--- config.mk ---
export PLATFORM = sky130hd
export DESIGN_NAME = dsa_simd_write_packer
export DESIGN_NICKNAME = d
export VERILOG_FILES = /design/src/rtl/dsa_simd_write_packer.sv
export SDC_FILE = /design/constraint.sdc
export NUM_CORES = 1
export LEC_CHECK = 0
export CELL_PAD_IN_SITES_DETAIL_PLACEMENT = 0
export CELL_PAD_IN_SITES_GLOBAL_PLACEMENT = 1
export CORE_ASPECT_RATIO = 0.6
export CORE_MARGIN = 8
export CORE_UTILIZATION = 41
export CTS_CLUSTER_SIZE = 25
export DETAILED_ROUTE_END_ITERATION = 8
export PLACE_DENSITY = 0.88
export SYNTH_ARGS = -nofsm -noshare
export SYNTH_HDL_FRONTEND = slang
export SYNTH_SLANG_ARGS = --single-unit
export TNS_END_PERCENT = 100
--- constraint.sdc ---
create_clock -name clk -period 2.85 [get_ports clk]
set_input_delay 0.57 -clock clk [delete_from_list [all_inputs] [get_ports clk]]
set_output_delay 0.57 -clock clk [all_outputs]
set_load 0.05 [all_outputs]
--- src/rtl/dsa_simd_write_packer.sv ---
// Write packer for the banked output memory: turns a byte-wide pixel stream into
// 4-lane aligned SIMD writes, with single-byte writes for unaligned head and short tail.
module dsa_simd_write_packer #(
   parameter int ADDR_WIDTH = 18
) (
   input  logic                  clk,
   input  logic                  rst_n,
   input  logic                  start,
   input  logic [ADDR_WIDTH-1:0] dst_base_addr,
   input  logic [ADDR_WIDTH:0]   pix_count,
   input  logic                  in_valid,
   output logic                  in_ready,
   input  logic [7:0]            in_data,
   output logic                  simd_write_en,
   output logic [ADDR_WIDTH-1:0] simd_base_addr,
   output logic [7:0]            simd_data_0,
   output logic [7:0]            simd_data_1,
   output logic [7:0]            simd_data_2,
   output logic [7:0]            simd_data_3,
   output logic                  write_en,
   output logic [ADDR_WIDTH-1:0] write_addr,
   output logic [7:0]            write_data,
   output logic                  busy,
   output logic                  done
);

   typedef enum logic [1:0] {IDLE, RUN, FIN} state_t;

   state_t                state, state_nxt;
   logic [ADDR_WIDTH-1:0] cur_addr;
   logic [ADDR_WIDTH:0]   remaining;
   logic [1:0]            lane_idx;
   logic [2:0][7:0]       lanes;
   logic                  accept;
   logic                  group_mode;

   assign accept = in_valid && in_ready;
   // An open group stays in group mode until its 4th pixel, regardless of remaining.
   assign group_mode = (lane_idx != 2'd0) ||
                       ((cur_addr[1:0] == 2'b00) && (remaining >= (ADDR_WIDTH+1)'(4)));

   always_ff @(posedge clk or negedge rst_n) begin
      if (!rst_n) state <= IDLE;
      else        state <= state_nxt;
   end

   always_comb begin
      state_nxt = state;
      in_ready  = 1'b0;
      busy      = 1'b0;
      done      = 1'b0;
      case (state)
         IDLE: begin
            if (start) state_nxt = (pix_count != '0) ? RUN : FIN;
         end
         RUN: begin
            in_ready = 1'b1;
            busy     = 1'b1;
            if (in_valid && (remaining == (ADDR_WIDTH+1)'(1))) state_nxt = FIN;
         end
         FIN: begin
            busy      = 1'b1;
            done      = 1'b1;
            state_nxt = IDLE;
         end
         default: state_nxt = IDLE;
      endcase
   end

   always_ff @(posedge clk or negedge rst_n) begin
      if (!rst_n) begin
         cur_addr       <= '0;
         remaining      <= '0;
         lane_idx       <= 2'd0;
         lanes          <= '0;
         simd_write_en  <= 1'b0;
         simd_base_addr <= '0;
         simd_data_0    <= 8'd0;
         simd_data_1    <= 8'd0;
         simd_data_2    <= 8'd0;
         simd_data_3    <= 8'd0;
         write_en       <= 1'b0;
         write_addr     <= '0;
         write_data     <= 8'd0;
      end else begin
         simd_write_en <= 1'b0;
         write_en      <= 1'b0;
         if (state == IDLE && start) begin
            cur_addr  <= dst_base_addr;
            remaining <= pix_count;
            lane_idx  <= 2'd0;
         end else if (accept) begin
            cur_addr  <= cur_addr + ADDR_WIDTH'(1);
            remaining <= remaining - (ADDR_WIDTH+1)'(1);
            if (group_mode) begin
               if (lane_idx == 2'd3) begin
                  simd_write_en  <= 1'b1;
                  simd_base_addr <= {cur_addr[ADDR_WIDTH-1:2], 2'b00};
                  simd_data_0    <= lanes[0];
                  simd_data_1    <= lanes[1];
                  simd_data_2    <= lanes[2];
                  simd_data_3    <= in_data;
                  lane_idx       <= 2'd0;
               end else begin
                  lanes[lane_idx] <= in_data;
                  lane_idx        <= lane_idx + 2'd1;
               end
            end else begin
               write_en   <= 1'b1;
               write_addr <= cur_addr;
               write_data <= in_data;
            end
         end
      end
   end

endmodule

==> flow_summary.json <==
{
  "outcome": "finished, final reports clean",
  "cp_data_arrival_time_ns": 2.13,
  "setup-violations-final": 0,
  "dr_total_vias": 4185,
  "finalHoldViolCount": 0,
  "fin_util": 0.5680,
  "cts_buffers": 17,
  "layout_commonest_cell": "dfrtp_1",
  "drt-vias-per-instance": 5.000,
  "dieArea_sq_mm": 0.01944,
  "dieHeight_um": 111.2,
  "r2r-end": "lanes[22]$_DFFE_PN0P_",
  "io_pins": 130,
  "worst_setup_path_end_kind": "output pin",
  "ys_seq_elements": 141,
  "grtUsageTotal": 0.1567,
  "synthArstFlopShare": 1.000,
  "grt_pass1_vias": 4486,
  "netlist_instances": 487,
  "maxSlewViolCount": 0,
  "fin_skew_ns": 0.01534,
  "multi_input_area_sq_mm": 0.002527,
  "crit_type": "reg -> out",
  "drv_cap": 0,
  "drive_gt1_frac": 0.2347,
  "cp_slowest_stage_delay_ns": 0.88,
  "cp.required_ns": 2.28,
  "cellPowerDensity_mw_per_mm2": 960.9,
  "cp_slowest_cell": "clkdlybuf4s50_1",
  "overflow": 0,
  "grt_max_degree": 72,
  "post_drt_wl_per_cell_um": 17.81,
  "drc": 0,
  "cts_setup_buffers": 0,
  "fin_crit_ns": 2.700,
  "port_buffers": 127,
  "cp_max_fo": 7,
  "p_leak_nw": 3.762,
  "avgSynthCellArea_sq_um": 12.73,
  "fill_cells": 1188,
  "yosys_warnings": 0,
  "setup_tns_ns": 0,
  "worst-r2r-setup-slack_ns": 0.16,
  "synth_edf_count": 0,
  "cts.sinks": 141,
  "timing.final.crit_share": 0.9472,
  "min_path_type": "in -> async",
  "yosysSeqAreaShare": 0.5692,
  "core_sq_mm": 0.01463,
  "die_w_um": 174.7,
  "cts_tree": "built",
  "critical_path.cell_chain": "inv_1 -> ha_1 -> clkdlybuf4s50_1",
  "rsz0062_at_grt": "false",
  "final_nets": 688,
  "synthesis.area_sq_mm": 0.006198,
  "ys_types": 40,
  "area_growth_pct": 34.09,
  "seq_area_sq_mm": 0.003528,
  "tightestPinTransition_ns": 0.6134,
  "dr.first_iter.drc_count": 191,
  "row_count": 34,
  "wirelength_um": 14910,
  "hold_buffers": 0,
  "start_kind": "register",
  "detailed_place_hpwl_um": 11050,
  "crit_start": "state[1]$_DFFE_PN0P_",
  "dr.pass1.iters": 4,
  "r2r_cells": 5,
  "r2r_start": "remaining[14]$_DFFE_PN0P_",
  "path_clk_slew_ns": 0.06,
  "ant_nets": 0,
  "num_antenna_cells": 0,
  "slew_headroom": 0.5910,
  "ir_drop_v": 0.0006165,
  "gp_congestion": 0.7807,
  "cts_max_level": 4,
  "clkLatencyLatePin_ns": 0.42,
  "ys_dominant_reg_cell": "dfrtp_1",
  "most-common-layout-cells": "dfrtp_1 (141), clkdlybuf4s50_1 (126), mux2_2 (78)",
  "start_util": 0.4236,
  "ctsResizeCount": 0,
  "clockBufferDepth": 2,
  "fmax_mhz": 370.4,
  "grt_first_pass_wirelength_um": 24370,
  "root_buffer": "clkbuf_16",
  "antenna_found_initial": 0
}
[routing by layer]
layer,share of wire,wire length [um],track usage,vias up
met5,0,0,0,-
met2,0.43,6445,0.2281,111
li1,-,-,-,1975
met1,0.49,7362,0.2203,2092
met3,0.070,1039,0.04932,7
met4,0.0040,59,0.04218,0
[registers in the layout (all words and copies together) (netlist names)]
| register | cells |
|---|---|
| simd_data_2 | 8 |
| write_addr | 18 |
| lanes | 24 |
| state | 2 |
| write_data | 8 |
| simd_data_1 | 8 |
| remaining | 19 |
| simd_base_addr | 16 |
| simd_write_en | 1 |
| cur_addr | 18 |
| simd_data_3 | 8 |
| write_en | 1 |
| simd_data_0 | 8 |
| lane_idx | 2 |
[logic make-up (layout without fill, tap and decap cells)]
group	after synthesis	after routing	share of synthesized area
other cells	1	2	0.0006050
fa+ha+maj	13	13	0.02624
simple gates	118	118	0.09548
mux	97	97	0.1877
xor+xnor	34	34	0.04804
flops	141	141	0.5692
buf+inv	32	183	0.02422
compound gates	51	51	0.04845
[cell type report]
class / instances / share of cell area
well taps: 198 / 0.02981
flip-flops and latches: 141 / 0.4245
multi-input cells: 315 / 0.3041
repair buffers: 138 / 0.1645
clock buffers: 21 / 0.05540
clock inverters: 11 / 0.01581
inverters: 13 / 0.005871
[where the power goes]
part           internal [mW]  switching, mW  total, mW
clock                   1.35          0.856       2.20
sequential              2.57          0.507       3.08
combinational           1.15           1.55       2.71
total                   5.07           2.91       7.99
[worst max path at each step]
| stage | to | slack [ns] | cells after the start |
|---|---|---|---|
| 2_1_floorplan | lanes[10]$_DFFE_PN0P_ | 0.41 | 6 |
| 3_3_place_gp | lanes[17]$_DFFE_PN0P_ | 0.25 | 5 |
| 3_5_place_dp | lanes[23]$_DFFE_PN0P_ | 0.19 | 5 |
| 4_1_cts | in_ready | 0.13 | 3 |
| 5_1_grt | in_ready | 0.05 | 3 |
| 6_report | in_ready | 0.15 | 3 |
[critical path: cells and delay by family, from the launching register on]
family | cells | cell delay [ns]
buffers and inverters | 2 | 0.97
flip-flops | 1 | 0.38
adder cells (fa/ha/maj) | 1 | 0.36
[synth_stat cells (all sizes together), types with 2 or more instances]
| cell | instances | area share |
|---|---|---|
| nor3 | 8 | 0.0065 |
| xor2 | 13 | 0.018 |
| nand4 | 7 | 0.0071 |
| dfrtp | 141 | 0.57 |
| ha | 13 | 0.026 |
| or3 | 7 | 0.0079 |
| a31oi | 2 | 0.0020 |
| o31ai | 2 | 0.0046 |
| a21oi | 4 | 0.0032 |
| xnor2 | 21 | 0.030 |
| and2 | 2 | 0.0020 |
| mux2 | 97 | 0.19 |
| nor2 | 16 | 0.0097 |
| nand3b | 3 | 0.0048 |
| nand2b | 2 | 0.0020 |
| nand3 | 5 | 0.0040 |
| or4 | 4 | 0.0054 |
| nor4 | 8 | 0.0081 |
| nand2 | 52 | 0.033 |
| inv | 13 | 0.0079 |
| buf | 10 | 0.011 |
| o21ai | 39 | 0.031 |
| clkbuf | 9 | 0.0054 |
[metrics by stage]
stage / instances / power [mW] / hold slack [ns] / setup slack, ns / instance area (sq um)
2_1_floorplan: 488 / 4.905 / 0.2744 / 0.4137 / 6202
3_3_place_gp: 805 / 5.716 / 0.4871 / 0.2504 / 7720
3_5_place_dp: 805 / 5.832 / 0.4921 / 0.1876 / 7720
4_1_cts: 837 / 8.068 / 0.1577 / 0.1280 / 8312
5_1_grt: 837 / 8.418 / 0.1800 / 0.04755 / 8312
6_report: 837 / 7.987 / 0.1457 / 0.1505 / 8312
No activity file was read; power rests on OpenSTA's default activity.
